`src/rtl/fir_xifu_issuer.sv`:
```
// Encodes FIR commands into custom instructions, drives X-interface issue/commit, returns results.
// Cmd at N -> issue valid at N+1, commit one cycle after issue handshake; cmd stalls at MAX_OUTSTANDING, results stall on full rsp register.
module fir_xifu_issuer #(
  parameter int X_ID_WIDTH      = 4,
  parameter int MAX_OUTSTANDING = 4,
  localparam int OW             = $clog2(MAX_OUTSTANDING + 1)
) (
  input  logic                  clk_i,
  input  logic                  rst_ni,
  input  logic                  cmd_valid_i,
  output logic                  cmd_ready_o,
  input  logic [1:0]            cmd_op_i,
  input  logic [4:0]            cmd_rs1_i,
  input  logic [4:0]            cmd_rs2_i,
  input  logic [4:0]            cmd_rd_i,
  input  logic [11:0]           cmd_imm_i,
  input  logic [31:0]           cmd_rs1_val_i,
  input  logic [31:0]           cmd_rs2_val_i,
  output logic                  x_issue_valid_o,
  input  logic                  x_issue_ready_i,
  output logic [31:0]           x_issue_instr_o,
  output logic [X_ID_WIDTH-1:0] x_issue_id_o,
  output logic [31:0]           x_issue_rs1_o,
  output logic [31:0]           x_issue_rs2_o,
  input  logic                  x_issue_accept_i,
  input  logic                  x_issue_writeback_i,
  output logic                  x_commit_valid_o,
  output logic [X_ID_WIDTH-1:0] x_commit_id_o,
  output logic                  x_commit_kill_o,
  input  logic                  x_result_valid_i,
  output logic                  x_result_ready_o,
  input  logic [X_ID_WIDTH-1:0] x_result_id_i,
  input  logic [4:0]            x_result_rd_i,
  input  logic [31:0]           x_result_data_i,
  output logic                  rsp_valid_o,
  input  logic                  rsp_ready_i,
  output logic [4:0]            rsp_rd_o,
  output logic [31:0]           rsp_data_o,
  output logic [X_ID_WIDTH-1:0] rsp_id_o,
  output logic                  rej_o,
  output logic                  err_o,
  output logic [OW-1:0]         outstanding_o
);

  localparam logic [1:0] IDLE   = 2'd0;
  localparam logic [1:0] ISSUE  = 2'd1;
  localparam logic [1:0] COMMIT = 2'd2;
  localparam logic [6:0] OPCODE = 7'b1011011;

  logic [1:0]            state_q, state_d;
  logic [X_ID_WIDTH-1:0] id_cnt_q;
  logic [OW-1:0]         out_q, out_d;
  logic                  run_q, rdy_q, accept_q;
  logic [31:0]           enc_instr;
  logic                  cmd_hs, cmd_bad, issue_hs, res_hs, inc, dec;

  assign cmd_hs   = cmd_valid_i & cmd_ready_o;
  assign cmd_bad  = cmd_op_i == 2'b11;
  assign issue_hs = x_issue_valid_o & x_issue_ready_i;
  assign res_hs   = x_result_valid_i & x_result_ready_o;
  assign inc      = issue_hs & x_issue_accept_i & x_issue_writeback_i;
  assign dec      = res_hs & (out_q != '0);

  always_comb begin
    case (cmd_op_i)
      2'b00:   enc_instr = {cmd_imm_i, cmd_rs1_i, 3'b000, cmd_rd_i, OPCODE};
      2'b01:   enc_instr = {cmd_imm_i[11:5], cmd_rs2_i, cmd_rs1_i, 3'b001, cmd_imm_i[4:0], OPCODE};
      default: enc_instr = {7'b0, cmd_rs2_i, cmd_rs1_i, 3'b010, cmd_rd_i, OPCODE};
    endcase
  end

  always_comb begin
    state_d = state_q;
    case (state_q)
      IDLE:    if (cmd_hs && !cmd_bad) state_d = ISSUE;
      ISSUE:   if (issue_hs) state_d = COMMIT;
      default: state_d = IDLE;
    endcase
  end

  always_comb begin
    out_d = out_q;
    if (inc && !dec) out_d = out_q + OW'(1);
    else if (!inc && dec) out_d = out_q - OW'(1);
  end

  // Ready is registered from next-cycle state/count so it is low throughout reset.
  always_ff @(posedge clk_i or negedge rst_ni) begin
    if (!rst_ni) begin
      state_q  <= IDLE;
      id_cnt_q <= '0;
      out_q    <= '0;
      run_q    <= 1'b0;
      rdy_q    <= 1'b0;
      accept_q <= 1'b0;
      rej_o    <= 1'b0;
      err_o    <= 1'b0;
    end else begin
      state_q <= state_d;
      out_q   <= out_d;
      run_q   <= 1'b1;
      rdy_q   <= (state_d == IDLE) && (out_d < OW'(MAX_OUTSTANDING));
      rej_o   <= (cmd_hs && cmd_bad) || (issue_hs && !x_issue_accept_i);
      if (issue_hs) begin
        id_cnt_q <= id_cnt_q + 1'b1;
        accept_q <= x_issue_accept_i;
      end
      if (res_hs && out_q == '0) err_o <= 1'b1;
    end
  end

  always_ff @(posedge clk_i or negedge rst_ni) begin
    if (!rst_ni) begin
      x_issue_instr_o <= '0;
      x_issue_id_o    <= '0;
      x_issue_rs1_o   <= '0;
      x_issue_rs2_o   <= '0;
    end else if (cmd_hs && !cmd_bad) begin
      x_issue_instr_o <= enc_instr;
      x_issue_id_o    <= id_cnt_q;
      x_issue_rs1_o   <= cmd_rs1_val_i;
      x_issue_rs2_o   <= cmd_rs2_val_i;
    end
  end

  // Results with nothing outstanding are swallowed; only err_o records them.
  always_ff @(posedge clk_i or negedge rst_ni) begin
    if (!rst_ni) begin
      rsp_valid_o <= 1'b0;
      rsp_rd_o    <= '0;
      rsp_data_o  <= '0;
      rsp_id_o    <= '0;
    end else if (dec) begin
      rsp_valid_o <= 1'b1;
      rsp_rd_o    <= x_result_rd_i;
      rsp_data_o  <= x_result_data_i;
      rsp_id_o    <= x_result_id_i;
    end else if (rsp_ready_i) begin
      rsp_valid_o <= 1'b0;
    end
  end

  assign cmd_ready_o      = rdy_q;
  assign x_result_ready_o = run_q & (~rsp_valid_o | rsp_ready_i);
  assign x_issue_valid_o  = state_q == ISSUE;
  assign x_commit_valid_o = state_q == COMMIT;
  assign x_commit_id_o    = x_issue_id_o;
  assign x_commit_kill_o  = (state_q == COMMIT) & ~accept_q;
  assign outstanding_o    = out_q;

endmodule

```
`config.mk`:
```
export PLATFORM = sky130hd
export DESIGN_NAME = fir_xifu_issuer
export DESIGN_NICKNAME = d
export VERILOG_FILES = /design/src/rtl/fir_xifu_issuer.sv
export SDC_FILE = /design/constraint.sdc
export NUM_CORES = 1
export LEC_CHECK = 0
export CORE_ASPECT_RATIO = 1.5
export CORE_MARGIN = 2
export CORE_UTILIZATION = 41
export CTS_BUF_LIST = sky130_fd_sc_hd__clkbuf_16
export DETAILED_ROUTE_END_ITERATION = 7
export PLACE_DENSITY = 0.81
export SYNTH_ARGS = -nofsm -noshare
export SYNTH_HDL_FRONTEND = slang
export SYNTH_SLANG_ARGS = --single-unit
```
`constraint.sdc`:
```
create_clock -name clk_i -period 2.5 [get_ports clk_i]
set_input_delay 0.5 -clock clk_i [delete_from_list [all_inputs] [get_ports clk_i]]
set_output_delay 0.5 -clock clk_i [all_outputs]
set_load 0.05 [all_outputs]
```
==> results_tabular.tex <==
\begin{tabular}{lr}
\hline
Metric & Value \\
\hline
\multicolumn{2}{l}{\textbf{Outcome}} \\
\quad Run status & completed \\
\multicolumn{2}{l}{\textbf{Logic synthesis}} \\
\quad Fraction of synthesis flops using an asynchronous set or reset pin & 100\% \\
\quad Most used flip-flop cell after synthesis & dfrtp\_1 \\
\quad Synthesized-area fraction occupied by and/or/nand/nor cells & 4.82\% \\
\quad Share of the synthesized netlist area taken by xor and xnor gates & 0.425\% \\
\quad Syn\_area\_per\_cell & 15.3 µm² \\
\quad Seq cells post-synth & 149 \\
\quad Yosys cell types & 43 \\
\quad Post-Synthesis Cell Area & 6180 µm² \\
\quad Top post-synthesis cells by count & dfrtp\_1 (149), mux2\_2 (73), mux2\_1 (29) \\
\quad Mux contribution to synthesized area & 23.2\% \\
\quad Synth top area share & 60.3\% \\
\quad Warnings from Yosys & 0 \\
\quad Compound-Gate Fraction of Synth Area & 5.12\% \\
\quad Sequential cell area fraction in the yosys report & 60.3\% \\
\quad Number of cells produced by synthesis & 404 \\
\quad Leading cell type by number of instances after synthesis & dfrtp\_1 \\
\quad Count of flip-flops with a built-in enable after synthesis & 0 \\
\quad Cell taking the most area after synthesis & dfrtp\_1 \\
\quad Arithmetic-cell share of the synthesized area counting full adders, half adders and majority gates & 1.22\% \\
\quad Biggest area contributors in the synthesized netlist & dfrtp\_1 (60\%), mux2\_2 (13\%), mux2\_1 (5.3\%), mux2\_4 (4.6\%), buf\_4 (1.7\%) \\
\quad Combinational family with the most area after synthesis & multiplexers \\
\multicolumn{2}{l}{\textbf{Routing}} \\
\quad Antenna Violating Nets Remaining & 0 \\
\quad Number of remaining DRC errors & 0 \\
\quad Detailed-routing iteration count for the pre-antenna-repair pass & 4 \\
\quad Total vias in the final route & 4505 \\
\quad Average detailed-routed wire length per instance & 18.7 µm \\
\quad Detailed-route vias per instance & 4.92 \\
\quad Final Routed Wirelength & 17.1 mm \\
\quad 1st-iter DRT viols & 116 \\
\multicolumn{2}{l}{\textbf{Timing}} \\
\quad Slew at the pin closest to its max-slew limit & 0.587 ns \\
\quad Final hold vios & 0 \\
\quad Number of pins with negative max-slew slack in the final report & 0 \\
\quad Portion of the clock cycle consumed by the worst path in the final layout & 97.7\% \\
\quad Fin crit period & 2.44 ns \\
\quad Setup skew after layout & 0.00896 ns \\
\quad Max Freq & 410 MHz \\
\quad Sum of negative setup slack & 0 ns \\
\quad Setup repair after global routing missed its margin & false \\
\quad Hold Slack & 0.0440 ns \\
\quad Rel. slew slack & 60.8\% \\
\quad Final Setup Violations & 0 \\
\multicolumn{2}{l}{\textbf{Min path}} \\
\quad Worst hold-check path type & input pin to asynchronous set/reset pin \\
\multicolumn{2}{l}{\textbf{CTS}} \\
\quad Buffers from clock root to sink, at most & 2 \\
\quad Maximum level of the CTS H-tree & 4 \\
\quad Source-to-sink clock delay at the later pin of the worst-skew pair & 0.41 ns \\
\quad Post-CTS setup repair buffer count & 0 \\
\quad Clock-pin slew reported for the worst setup and hold paths after clock tree synthesis & 0.06 ns \\
\quad Root buf cell & clkbuf\_16 \\
\quad Number of sinks on the clock net & 149 \\
\quad Number of clock buffers inserted by TritonCTS & 17 \\
\quad CTS Hold Buffers Added & 0 \\
\quad TritonCTS clock tree & built \\
\multicolumn{2}{l}{\textbf{Power and ir drop}} \\
\quad Proportion of power drawn by the clock network & 15.9\% \\
\quad Comb pwr share & 56.7\% \\
\quad Static leakage power & 0.00416 µW \\
\quad Proportion of power drawn by flip-flops and latches & 27.4\% \\
\quad Net load switching power & 7350 µW \\
\quad VDD IR max & 0.827 mV \\
\quad Cell-internal power & 8350 µW \\
\quad Switching portion of total power & 46.8\% \\
\quad Pwr/cell area & 1590 nW/µm² \\
\multicolumn{2}{l}{\textbf{Finish}} \\
\quad FILL cells & 1141 \\
\quad Post-layout util & 66.0\% \\
\quad Net count reported at finish & 852 \\
\quad Layout cell share with drive strength beyond 1 & 20.1\% \\
\quad Area Growth Syn to Fin & 59.6\% \\
\multicolumn{2}{l}{\textbf{Place}} \\
\quad Count of input and output buffers & 294 \\
\quad HPWL Detailed & 13.2 mm \\
\quad Final GP Congestion & 0.821 \\
\multicolumn{2}{l}{\textbf{Global routing}} \\
\quad Pin count of the biggest net entering global routing & 70 \\
\quad Via count of the first global-routing pass & 4868 \\
\quad GRT Util Overall & 21.7\% \\
\quad Global-route wire length before repair & 26.9 mm \\
\quad Residual overflow from global routing & 0 \\
\quad Number of antenna violations at the first check in global routing & 1 \\
\multicolumn{2}{l}{\textbf{Die}} \\
\quad Starting density of the core & 41.4\% \\
\quad Number of ports placed on the die boundary & 298 \\
\quad Core area & 14900 µm² \\
\quad Width of the die & 104 µm \\
\quad Area of the die & 16100 µm² \\
\quad Number of standard-cell rows in the floorplan & 55 \\
\quad Y dimension of the die & 154 µm \\
\multicolumn{2}{l}{\textbf{Critical path}} \\
\quad Peak fanout along the critical path & 6 \\
\quad Destination of the worst register-to-register timing path & cmd\_ready\_o \\
\quad Cells traversed along the worst timing path & nor2b\_1 -> clkdlybuf4s50\_1 \\
\quad Critical Path Start Type & flip-flop \\
\quad Critical-path cell with the highest stage delay & clkdlybuf4s50\_1 \\
\quad Cell count of the worst reg-to-reg path & 8 \\
\quad Worst Path Required & 2.00 ns \\
\quad WP buf/inv & 1 \\
\quad Crit. End Element & output pin \\
\quad Reg-to-reg setup timing slack & 0.52 ns \\
\quad Category of cells accounting for the largest share of critical-path delay & buffers and inverters \\
\quad Startpoint of the worst-slack reg-to-reg timing path & outstanding\_o[0] \\
\quad Critical path type & flip-flop to output pin \\
\quad Arrival time of data at the critical path endpoint & 1.94 ns \\
\quad Stages on the worst setup path & 2 \\
\quad Worst path max stage delay & 0.86 ns \\
\multicolumn{2}{l}{\textbf{Flow run}} \\
\quad Number of max-capacitance violations reported & 0 \\
\hline
\end{tabular}
stage by stage:
step | worst slack (ns) | instances | instance area [µm²] | power (µW)
floorplan | 0.0749 | 406 | 6190 | 10100
global placement | 0.224 | 884 | 9280 | 13100
detailed placement | 0.202 | 884 | 9280 | 13300
CTS | 0.0422 | 914 | 9860 | 15800
global route | 0.0249 | 914 | 9860 | 16300
finish | 0.0580 | 915 | 9860 | 15700
state kept, by name, summed over array words and instances (netlist names):
name	count
state_q	2
accept_q	1
outstanding_o	3
x_issue_rs2_o	32
err_o	1
run_q	1
rsp_rd_o	5
rej_o	1
x_issue_instr_o	25
cmd_ready_o	1
rsp_id_o	4
rsp_valid_o	1
x_issue_rs1_o	32
rsp_data_o	32
id_cnt_q	4
x_commit_id_o	4
cell families after synthesis:
kind of cell | after synthesis
flops | 149
fa+ha+maj | 6
compound gates | 39
xor+xnor | 3
other cells | 2
buf+inv | 36
simple gates | 48
mux | 121
cells in the final DEF (no fill, tap or decap), drive strengths merged, types with 2 or more instances in the layout:
cell	n
clkdlybuf4s50	291
dfrtp	149
mux2	121
clkbuf	17
nand2	17
buf	17
nand4b	10
a21boi	10
a221o	10
inv	10
a22o	7
ha	6
nand2b	4
a21oi	4
nor2	4
conb	4
clkinv	4
clkinvlp	3
nand3	3
a211oi	2
xnor2	2
o22a	2
bufinv	2
nand4	2
routing by layer:
metal,share of wire [%],track usage (%),wire length (µm),vias up
met3,5.9,6.45,1010,22
met2,56,40.0,9510,197
met1,36,23.1,6220,2238
li1,-,-,-,2048
met5,0,0,0,-
met4,2.1,8.37,363,0
power by group through the flow:
stage | sequential (µW) | combinational [µW] | clock [µW]
after floorplan | 8250 | 1820 | 0
after global placement | 4260 | 8790 | 0
final | 4300 | 8900 | 2500
after global routing | 4470 | 9180 | 2660
after detailed placement | 4330 | 8950 | 0
after CTS | 4310 | 8960 | 2560
what timing repair did:
action	in CTS	in global routing
setup endpoints to repair	1	0
endpoints found under the hold margin	0	0
resized for setup	1	0
area by class of cell:
type | instances | area [µm²] | share of cell area, %
sequential | 149 | 3730 | 37.8
timing repair buffer | 309 | 3120 | 31.6
multi-input combinational | 221 | 2160 | 22.0
clock buffer | 17 | 425 | 4.31
tap | 199 | 249 | 2.53
clock inverter | 13 | 150 | 1.52
inverter | 6 | 25.0 | 0.254
antenna | 1 | 2.50 | 0.0254
worst reg2reg max path, stage by stage (launching register included):
cell and delay (ns):
dfrtp_1 0.42, inv_1 0.09, ha_1 0.21, nand2b_1 0.11, nand4_2 0.16, ha_1 0.31
and3_1 0.18, a211oi_1 0.30, a21oi_1 0.07
worst max-delay path by stage:
stage	from	endpoint
2_1_floorplan	state_q[0]	cmd_ready_o
3_3_place_gp	rsp_ready_i	cmd_ready_o
3_5_place_dp	rsp_ready_i	cmd_ready_o
4_1_cts	state_q[0]	x_issue_valid_o
5_1_grt	state_q[0]	x_issue_valid_o
6_report	state_q[0]	x_issue_valid_o
Power figures use the tool's default switching activity.
